### src/rtl/writeback_unit.sv
// Write-back unit: a pending-write FIFO in front of a 32-entry register file.
// Read ports forward from the youngest queued write before falling back to the registers.
module writeback_unit #(
  parameter int unsigned XLEN  = 32,
  parameter int unsigned DEPTH = 2
) (
  input  logic                      clk,
  input  logic                      reset,
  input  logic                      wb_valid,
  output logic                      wb_ready,
  input  logic [4:0]                wb_rd,
  input  logic [XLEN-1:0]           wb_data,
  input  logic                      commit_en,
  input  logic [4:0]                rs1_addr,
  input  logic [4:0]                rs2_addr,
  output logic [XLEN-1:0]           rs1_data,
  output logic [XLEN-1:0]           rs2_data,
  output logic                      commit_valid,
  output logic [4:0]                commit_rd,
  output logic [$clog2(DEPTH):0]    queue_count
);

  localparam int unsigned PW = $clog2(DEPTH);
  localparam int unsigned CW = PW + 1;
  localparam int unsigned NREG = 32;

  typedef struct packed {
    logic [4:0]      rd;
    logic [XLEN-1:0] data;
  } entry_t;

  logic [XLEN-1:0] regfile   [NREG];
  entry_t          queue_mem [DEPTH];
  logic [PW-1:0]   head;
  logic [PW-1:0]   tail;
  logic [CW-1:0]   count;
  logic            push;
  logic            pop;
  entry_t          head_entry;

  // Ready depends only on registered occupancy, so a same-edge pop never frees a slot early.
  assign wb_ready    = (count != CW'(DEPTH));
  assign push        = wb_valid && wb_ready;
  assign pop         = commit_en && (count != '0);
  assign head_entry  = queue_mem[head];
  assign queue_count = count;

  always_ff @(posedge clk or negedge reset) begin
    if (!reset) begin
      for (int i = 0; i < int'(DEPTH); i++) begin
        queue_mem[i] <= '0;
      end
      head  <= '0;
      tail  <= '0;
      count <= '0;
    end else begin
      if (push) begin
        queue_mem[tail] <= '{rd: wb_rd, data: wb_data};
        tail            <= tail + PW'(1);
      end
      if (pop) begin
        head <= head + PW'(1);
      end
      unique case ({push, pop})
        2'b10:   count <= count + CW'(1);
        2'b01:   count <= count - CW'(1);
        default: count <= count;
      endcase
    end
  end

  // Retirement: x0 is never written, so it stays at its reset value of zero.
  always_ff @(posedge clk or negedge reset) begin
    if (!reset) begin
      for (int i = 0; i < int'(NREG); i++) begin
        regfile[i] <= '0;
      end
      commit_valid <= 1'b0;
      commit_rd    <= '0;
    end else begin
      commit_valid <= pop;
      if (pop) begin
        commit_rd <= head_entry.rd;
        if (head_entry.rd != 5'd0) begin
          regfile[head_entry.rd] <= head_entry.data;
        end
      end
    end
  end

  // Walk the queue oldest to youngest so the youngest matching entry wins.
  always_comb begin
    rs1_data = regfile[rs1_addr];
    rs2_data = regfile[rs2_addr];
    for (int unsigned i = 0; i < DEPTH; i++) begin
      if (CW'(i) < count) begin
        if (queue_mem[head + PW'(i)].rd == rs1_addr) begin
          rs1_data = queue_mem[head + PW'(i)].data;
        end
        if (queue_mem[head + PW'(i)].rd == rs2_addr) begin
          rs2_data = queue_mem[head + PW'(i)].data;
        end
      end
    end
    if (rs1_addr == 5'd0) begin
      rs1_data = '0;
    end
    if (rs2_addr == 5'd0) begin
      rs2_data = '0;
    end
  end

endmodule

### config.mk
export PLATFORM = sky130hd
export DESIGN_NAME = writeback_unit
export DESIGN_NICKNAME = d
export VERILOG_FILES = /design/src/rtl/writeback_unit.sv
export SDC_FILE = /design/constraint.sdc
export NUM_CORES = 2
export LEC_CHECK = 0
export BUFFER_PORTS_ARGS = -buffer_cell sky130_fd_sc_hd__buf_4
export CELL_PAD_IN_SITES_DETAIL_PLACEMENT = 1
export CELL_PAD_IN_SITES_GLOBAL_PLACEMENT = 1
export CORE_ASPECT_RATIO = 2
export CORE_MARGIN = 4
export CORE_UTILIZATION = 33
export CTS_BUF_LIST = sky130_fd_sc_hd__clkbuf_2
export DETAILED_ROUTE_END_ITERATION = 6
export PLACE_DENSITY_LB_ADDON = 0.1
export SLEW_MARGIN = 0
export SYNTH_ARGS = -nofsm -noshare
export SYNTH_HDL_FRONTEND = slang
export SYNTH_SLANG_ARGS = --single-unit
export TNS_END_PERCENT = 30
### constraint.sdc
create_clock -name clk -period 3.4 [get_ports clk]
set_clock_uncertainty 0.15 [all_clocks]
set_input_delay 0.17 -clock clk [delete_from_list [all_inputs] [get_ports clk]]
set_output_delay 0.17 -clock clk [all_outputs]
set_load 0.02 [all_outputs]
Yosys cells after proc, flatten, opt, wreduce, memory -nomap -nowiden
Cells that the tools add are included.

Output and inout bits: 73. Bits of input ports: 51. Word-level logic and storage cells: 107. Register bits after elaboration: 1108.

Reduce and logical (&&, ||, !) cells: 10. Multiplexer cells: 29. Add/sub/neg operators: 4. Equality and inequality tests: 7. Bitwise logic cells: 6. Order comparisons: 10.

Operators with widths (number): 1024-bit bitwise mux (1); 32-bit two-way mux (15); 32-bit binary-select mux with 5-bit select (2); 37-bit two-way mux (7); 32-bit demux with 5-bit select (1); 74-bit bitwise mux (1); 37-bit demux with 1-bit select (1); 5-bit == test (4); 6-bit greater-or-equal comparator (second input constant) (3); 5-bit NOT with 6-bit output (3); 5-bit zero test (2); 2-bit greater-or-equal comparator (second input constant) (3); 6-bit by 1-bit < comparator with 1-bit output (second input constant) (1); 1-bit NOT with 2-bit output (3); 5-bit nonzero test (1); 1-bit logical AND (4); 1-bit by 2-bit < comparator with 1-bit output (first input constant) (2); 2-bit one-hot mux with 2 select lines (1); 2-bit nonzero test (2); 1-bit adder (second input constant) (2); 2-bit by 1-bit adder with 2-bit output (second input constant) (1); 2-bit by 1-bit == test with 1-bit output (second input constant) (1); 2-bit == test (second input constant) (1); 2-bit by 1-bit < comparator with 1-bit output (second input constant) (1); other kinds (3) (3).

Depth between registers and ports, before layout
Depth after elaboration: 10. Depth in mapped cells: 10. Mapped depth without buffers: 8.

Worst setup path before layout
Ideal clock, no wire load.

Kind: reg-to-output. Start point: register head. End point: output rs2_data[11]. Slack: 0.844 ns. Required time: 3.080 ns. Cell stages (with the launch flop): 10. Path buffers: 3. Data arrival time: 2.236 ns. Cell sequence: dfrtp_1 buf_6 buf_6 mux2i_1 xor2_1 nand3_1 nor3_2 nand2_1 clkbuf_1 a32oi_1.

Word-level cells in the longest chain between the ends: 10. Elaborated cells on any way between the ends: 16. Those cells by class: add/sub: 1; eq/ne: 2; mux: 11; bitwise: 2.

RTL lines: start, declared (RTL line 34) `logic [PW-1:0] head;`; start signal, assigned (RTL line 62) `head <= head + PW'(1);`; 1-bit NOT with 2-bit output (not written as such) (RTL line 100, 101); 37-bit two-way mux (not written as such) (3 in series) (RTL line 101) `rs2_data = queue_mem[head + PW'(i)].data;`; 5-bit == test (RTL line 100) `if (queue_mem[head + PW'(i)].rd == rs2_addr) begin`; 32-bit two-way mux (RTL line 100); 32-bit two-way mux (RTL line 96) `if (CW'(i) < count) begin`; 32-bit two-way mux (RTL line 100); 32-bit two-way mux * (RTL line 96); 32-bit two-way mux * (RTL line 108) `if (rs2_addr == 5'd0) begin`; end, declared (RTL line 17) `output logic [XLEN-1:0] rs2_data,`.

Mark *: on every way between the ends. The rest lies on a longest branch, timed or not. The select of a mux whose other input is x is not followed.

Worst setup path in the final report
Start point: register head. End point: output rs1_data[28].

Word-level cells in the longest chain between the ends: 10. Elaborated cells on any way between the ends: 16. Those cells by class: add/sub: 1; eq/ne: 2; mux: 11; bitwise: 2.

RTL lines: 1-bit NOT with 2-bit output (not written as such) (RTL line 97, 98); 37-bit two-way mux (not written as such) (3 in series) (RTL line 98) `rs1_data = queue_mem[head + PW'(i)].data;`; 5-bit == test (RTL line 97) `if (queue_mem[head + PW'(i)].rd == rs1_addr) begin`; 32-bit two-way mux (RTL line 97); 32-bit two-way mux (RTL line 96); 32-bit two-way mux (RTL line 97); 32-bit two-way mux * (RTL line 96); 32-bit two-way mux * (RTL line 105) `if (rs1_addr == 5'd0) begin`; end, declared (RTL line 16) `output logic [XLEN-1:0] rs1_data,`.

Marked as above.

==> impl_results.md <==
* Run status: finished with violations
* Violated checks: negative setup slack
* Core footprint at about 0.17 mm²
* Vias per std cell at 5.71
* Worst IR drop on VDD at 0.000602 V
* Worst-skew pair later-pin latency at 1.53 ns
* Measured slew at the worst slew-check pin at roughly 1.3 ns
* GRT Residual Overflow at 0
* Final WL at 254000 µm
* Post-Synthesis Cell Area at between 0.05 and 0.06 mm²
* Wire length of the first global-routing pass at approximately 370000 µm
* Number of flip-flops and latches in the synthesized netlist at around 1100
* Final weighted congestion in routability-driven placement at a little over 0.8
* Std-Cell Rows at 215
* Simple-gate share of the synthesized area at between 10 and 15%
* Highest clock rate at 228 MHz
* Top cells by area in the synthesized netlist: sky130_fd_sc_hd__dfrtp_1 48%, sky130_fd_sc_hd__mux4_2 13%, sky130_fd_sc_hd__mux2i_1 6.9%
* Share of final-layout standard cells stronger than drive strength 1 at 24.5%
* Critical-path maximum fanout at 12
* Net Count, Synth at between 5000 and 6000
* Post-route DRC at 0
* DRT Pass-1 Iters at 5
* Category of the worst setup path capture point: output pin
* Vias at 46900
* Kind of path behind the tightest hold check: input port to flip-flop
* Number of flops mapped to enable cells by yosys at 0
* Final count of negative-setup-slack endpoints at 64
* Total power density per cell area at approximately 860 mW/mm²
* Layout Utilization at between 30% and 40%
* Adder and majority cell fraction of the synthesized area at 0.0875%
* Crit-path leading delay family: buffers and inverters
* Vias in the first global route at 50800
* Total of fill cells in the finished design at 18800
* Type of element launching the critical path: flip-flop
* Count of antenna-violating nets left after detailed routing at 0
* Data arrival time at the worst-slack endpoint at ~4.1 ns
* Start-to-end type of the worst setup path: flip-flop to output pin
* Maximum number of pins on one net before global-route repair at 120
* Critical path required time at 3.08 ns
* Routed wire length per instance at 30.9 µm
* Synth async-reset ratio at 100%
* Layout area overhead at 18.3%
* Post-route setup TNS at -56.23 ns
* Routed length on met2 at 132000 µm
* CTS tree: built
* Net count, final at 5818
* Complex-gate fraction of the synthesized area at between 10% and 20%
* Largest area contributor in the synthesized netlist: sky130_fd_sc_hd__dfrtp_1
* Die footprint at 0.180 mm²
* Area share of the leading cell type in the synthesized netlist at about half
* Most common library cells after synthesis: 1108 x sky130_fd_sc_hd__dfrtp_1, 733 x sky130_fd_sc_hd__a21oi_1, 688 x sky130_fd_sc_hd__nor2_1, 451 x sky130_fd_sc_hd__nand2_1, 394 x sky130_fd_sc_hd__mux2i_1
* DR iter-0 viols at a little under 3000
* Final-layout worst hold slack at around 0.19 ns
* Main combinational cell family by area after synthesis: multiplexers
* CP cell instances: buf_8 -> mux2i_4 -> xor2_1 -> nand4_4 -> buf_4 -> o21ba_2 -> buf_6 -> a21oi_4 -> a22oi_1 -> buf_4 -> buf_4
* Largest stage delay, worst path at 0.50 ns
* Post-Synthesis Cells at 5425
* Register-to-register setup slack at 0.32 ns
* Setup WS pre-CTS at -0.108 ns
* Final min period at 4.39 ns
* Fin. Hold Viols at 0
* Number of warning messages in the yosys log at 0
* Root Buffer Master: sky130_fd_sc_hd__clkbuf_2
* Xor and xnor area share after synthesis at 0.368%
* Total clock sinks at between 1000 and 1500
* Effective utilization at floorplan at 33.3%
* Most frequent cell after synthesis: sky130_fd_sc_hd__dfrtp_1
* Height of the die at 597 µm
* Total half-perimeter wirelength after legalization and detailed placement at ~160000 µm
* Avg Cell Area, Syn at roughly 11 µm²
* Clock transition at the registers of the reported paths at 0.12 ns
* Total Routing Usage GR at 28.0%
* Initial antenna violation count at 7
* Port Buffers at ~120
* Worst slew margin relative to its limit at 11.6%
* X dimension of the die at 302 µm
* M1 wire length at slightly below 100000 µm
* Max H-tree Level at 5
* Max Cap Violations at 0
* Predominant post-synthesis flop cell: sky130_fd_sc_hd__dfrtp_1
* Sequential cell area fraction in the yosys report at 48.5%
* Metal3 WL at roughly 11000 µm
* Total leakage power at 29.4 nW
* Max-slew violation count at 0
* Highest metal layer with signal wires: met4
* Crit path setup slack, layout at -0.987 ns
* I/O pins at 124
* Maximum buffer depth of the clock tree at 4
* Worst Path Buf+Inv at 5
* CP max-delay cell: sky130_fd_sc_hd__dfrtp_4
* Multiplexer fraction of the synthesized cell area at a little over a fifth
* CP most frequent cell: sky130_fd_sc_hd__buf_4
* RSZ-0062 raised after global routing: yes
* Period utilization at 129%
* Overall power after layout at approximately 58 mW
* Count of unique library cells instantiated by Yosys at 52
* Number of buffers added by the clock tree synthesis step at 281
[report_power, final]
part	switching, mW	total [mW]	internal, mW
combinational	14.4	25.5	11.1
clock	5.96	9.19	3.23
sequential	4.81	23.5	18.7
[cell type report]
class                   count  area [µm²]  share of cell area (%)
well taps                2278        2850                    4.21
clock inverters            54         264                   0.390
clock buffers             399        2000                    2.95
inverters                   7        26.3                  0.0388
flip-flops and latches   1108       27700                    41.0
repair buffers            622        6640                    9.82
multi-input cells        3743       28100                    41.6
diodes                      8        20.0                  0.0296
[layout by cell type (no fill, tap or decap), drive strengths merged, types with 7 or more instances in the layout]
cell type / netlist / final
nor3: 7 / 7
nand2: 452 / 452
nand4: 34 / 34
a211oi: 31 / 31
xnor2: 15 / 15
clkinv: 0 / 45
diode: 0 / 8
a22oi: 168 / 168
mux2: 74 / 74
mux4: 337 / 337
nand2b: 65 / 65
clkbuf: 372 / 401
a32oi: 57 / 57
inv: 7 / 13
nand3: 100 / 100
dlygate4sd3: 0 / 157
nor4: 37 / 37
dfrtp: 1108 / 1108
nor2b: 39 / 39
o22ai: 128 / 128
nor2: 706 / 706
buf: 195 / 463
mux2i: 397 / 397
xor2: 9 / 9
o21ai: 328 / 328
a21oi: 733 / 733
[state kept, by name, summed over array words and instances, names as in the netlist]
signal and flops:
tail 1, commit_valid 1, head 1, commit_rd 5, queue_mem 74, regfile 1024, queue_count 2
[final timing paths]
path	from	endpoint	cells past startpoint
max	head$_DFFE_PN0P_	rs1_data[28]	11
min	wb_valid	tail$_DFFE_PN0P_	5
max reg2reg	head$_DFFE_PN0P_	regfile[184]$_DFFE_PN0P_	9
min reg2reg	regfile[1011]$_DFFE_PN0P_	regfile[1011]$_DFFE_PN0P_	0
max in group asynchronous	reset	regfile[650]$_DFFE_PN0P_	7
min in group asynchronous	reset	regfile[981]$_DFFE_PN0P_	6
[worst register-to-register path, stage by stage (launching register included)]
cell	delay, ns
sky130_fd_sc_hd__dfrtp_4	0.55
sky130_fd_sc_hd__buf_4	0.16
sky130_fd_sc_hd__mux2i_4	0.26
sky130_fd_sc_hd__buf_4	0.17
sky130_fd_sc_hd__nor2b_1	0.46
sky130_fd_sc_hd__nand2_1	0.32
sky130_fd_sc_hd__nor2_4	0.18
sky130_fd_sc_hd__buf_12	0.40
sky130_fd_sc_hd__nor2_1	0.11
sky130_fd_sc_hd__a21oi_1	0.16
[routing by layer]
metal / vias to the layer above / global-route usage [%]
met5: - / 0
met4: 0 / 12.5
met3: 549 / 4.06
met2: 1288 / 50.2
met1: 24600 / 33.0
li1: 20400 / -
[repair_timing]
| action | CTS | global route |
|---|---|---|
| pin swaps | 24 | 22 |
| endpoints found under the setup margin | 64 | 64 |
| endpoints found under the hold margin | 2169 | 0 |
| setup buffers | 18 | 5 |
| cloned | 3 | 2 |
| hold buffers | 158 | 0 |
| gates resized for setup | 65 | 49 |
[cells by family (layout without fill, tap and decap cells)]
kind of cell    after synthesis  count (layout)
compound gates             1451            1451
xor+xnor                     24              24
fa+ha+maj                     4               4
buf+inv                     574            1082
flops                      1108            1108
mux                         808             808
other cells                   0               8
simple gates               1456            1456
[through the flow]
step                      cell area [µm²]  instances
after floorplan                     57200       5425
final                               67600       8219
after CTS                           67300       8206
after detailed placement            62800       7574
after global placement              62800       7574
after global routing                67600       8218
Power figures use the tool's default switching activity.
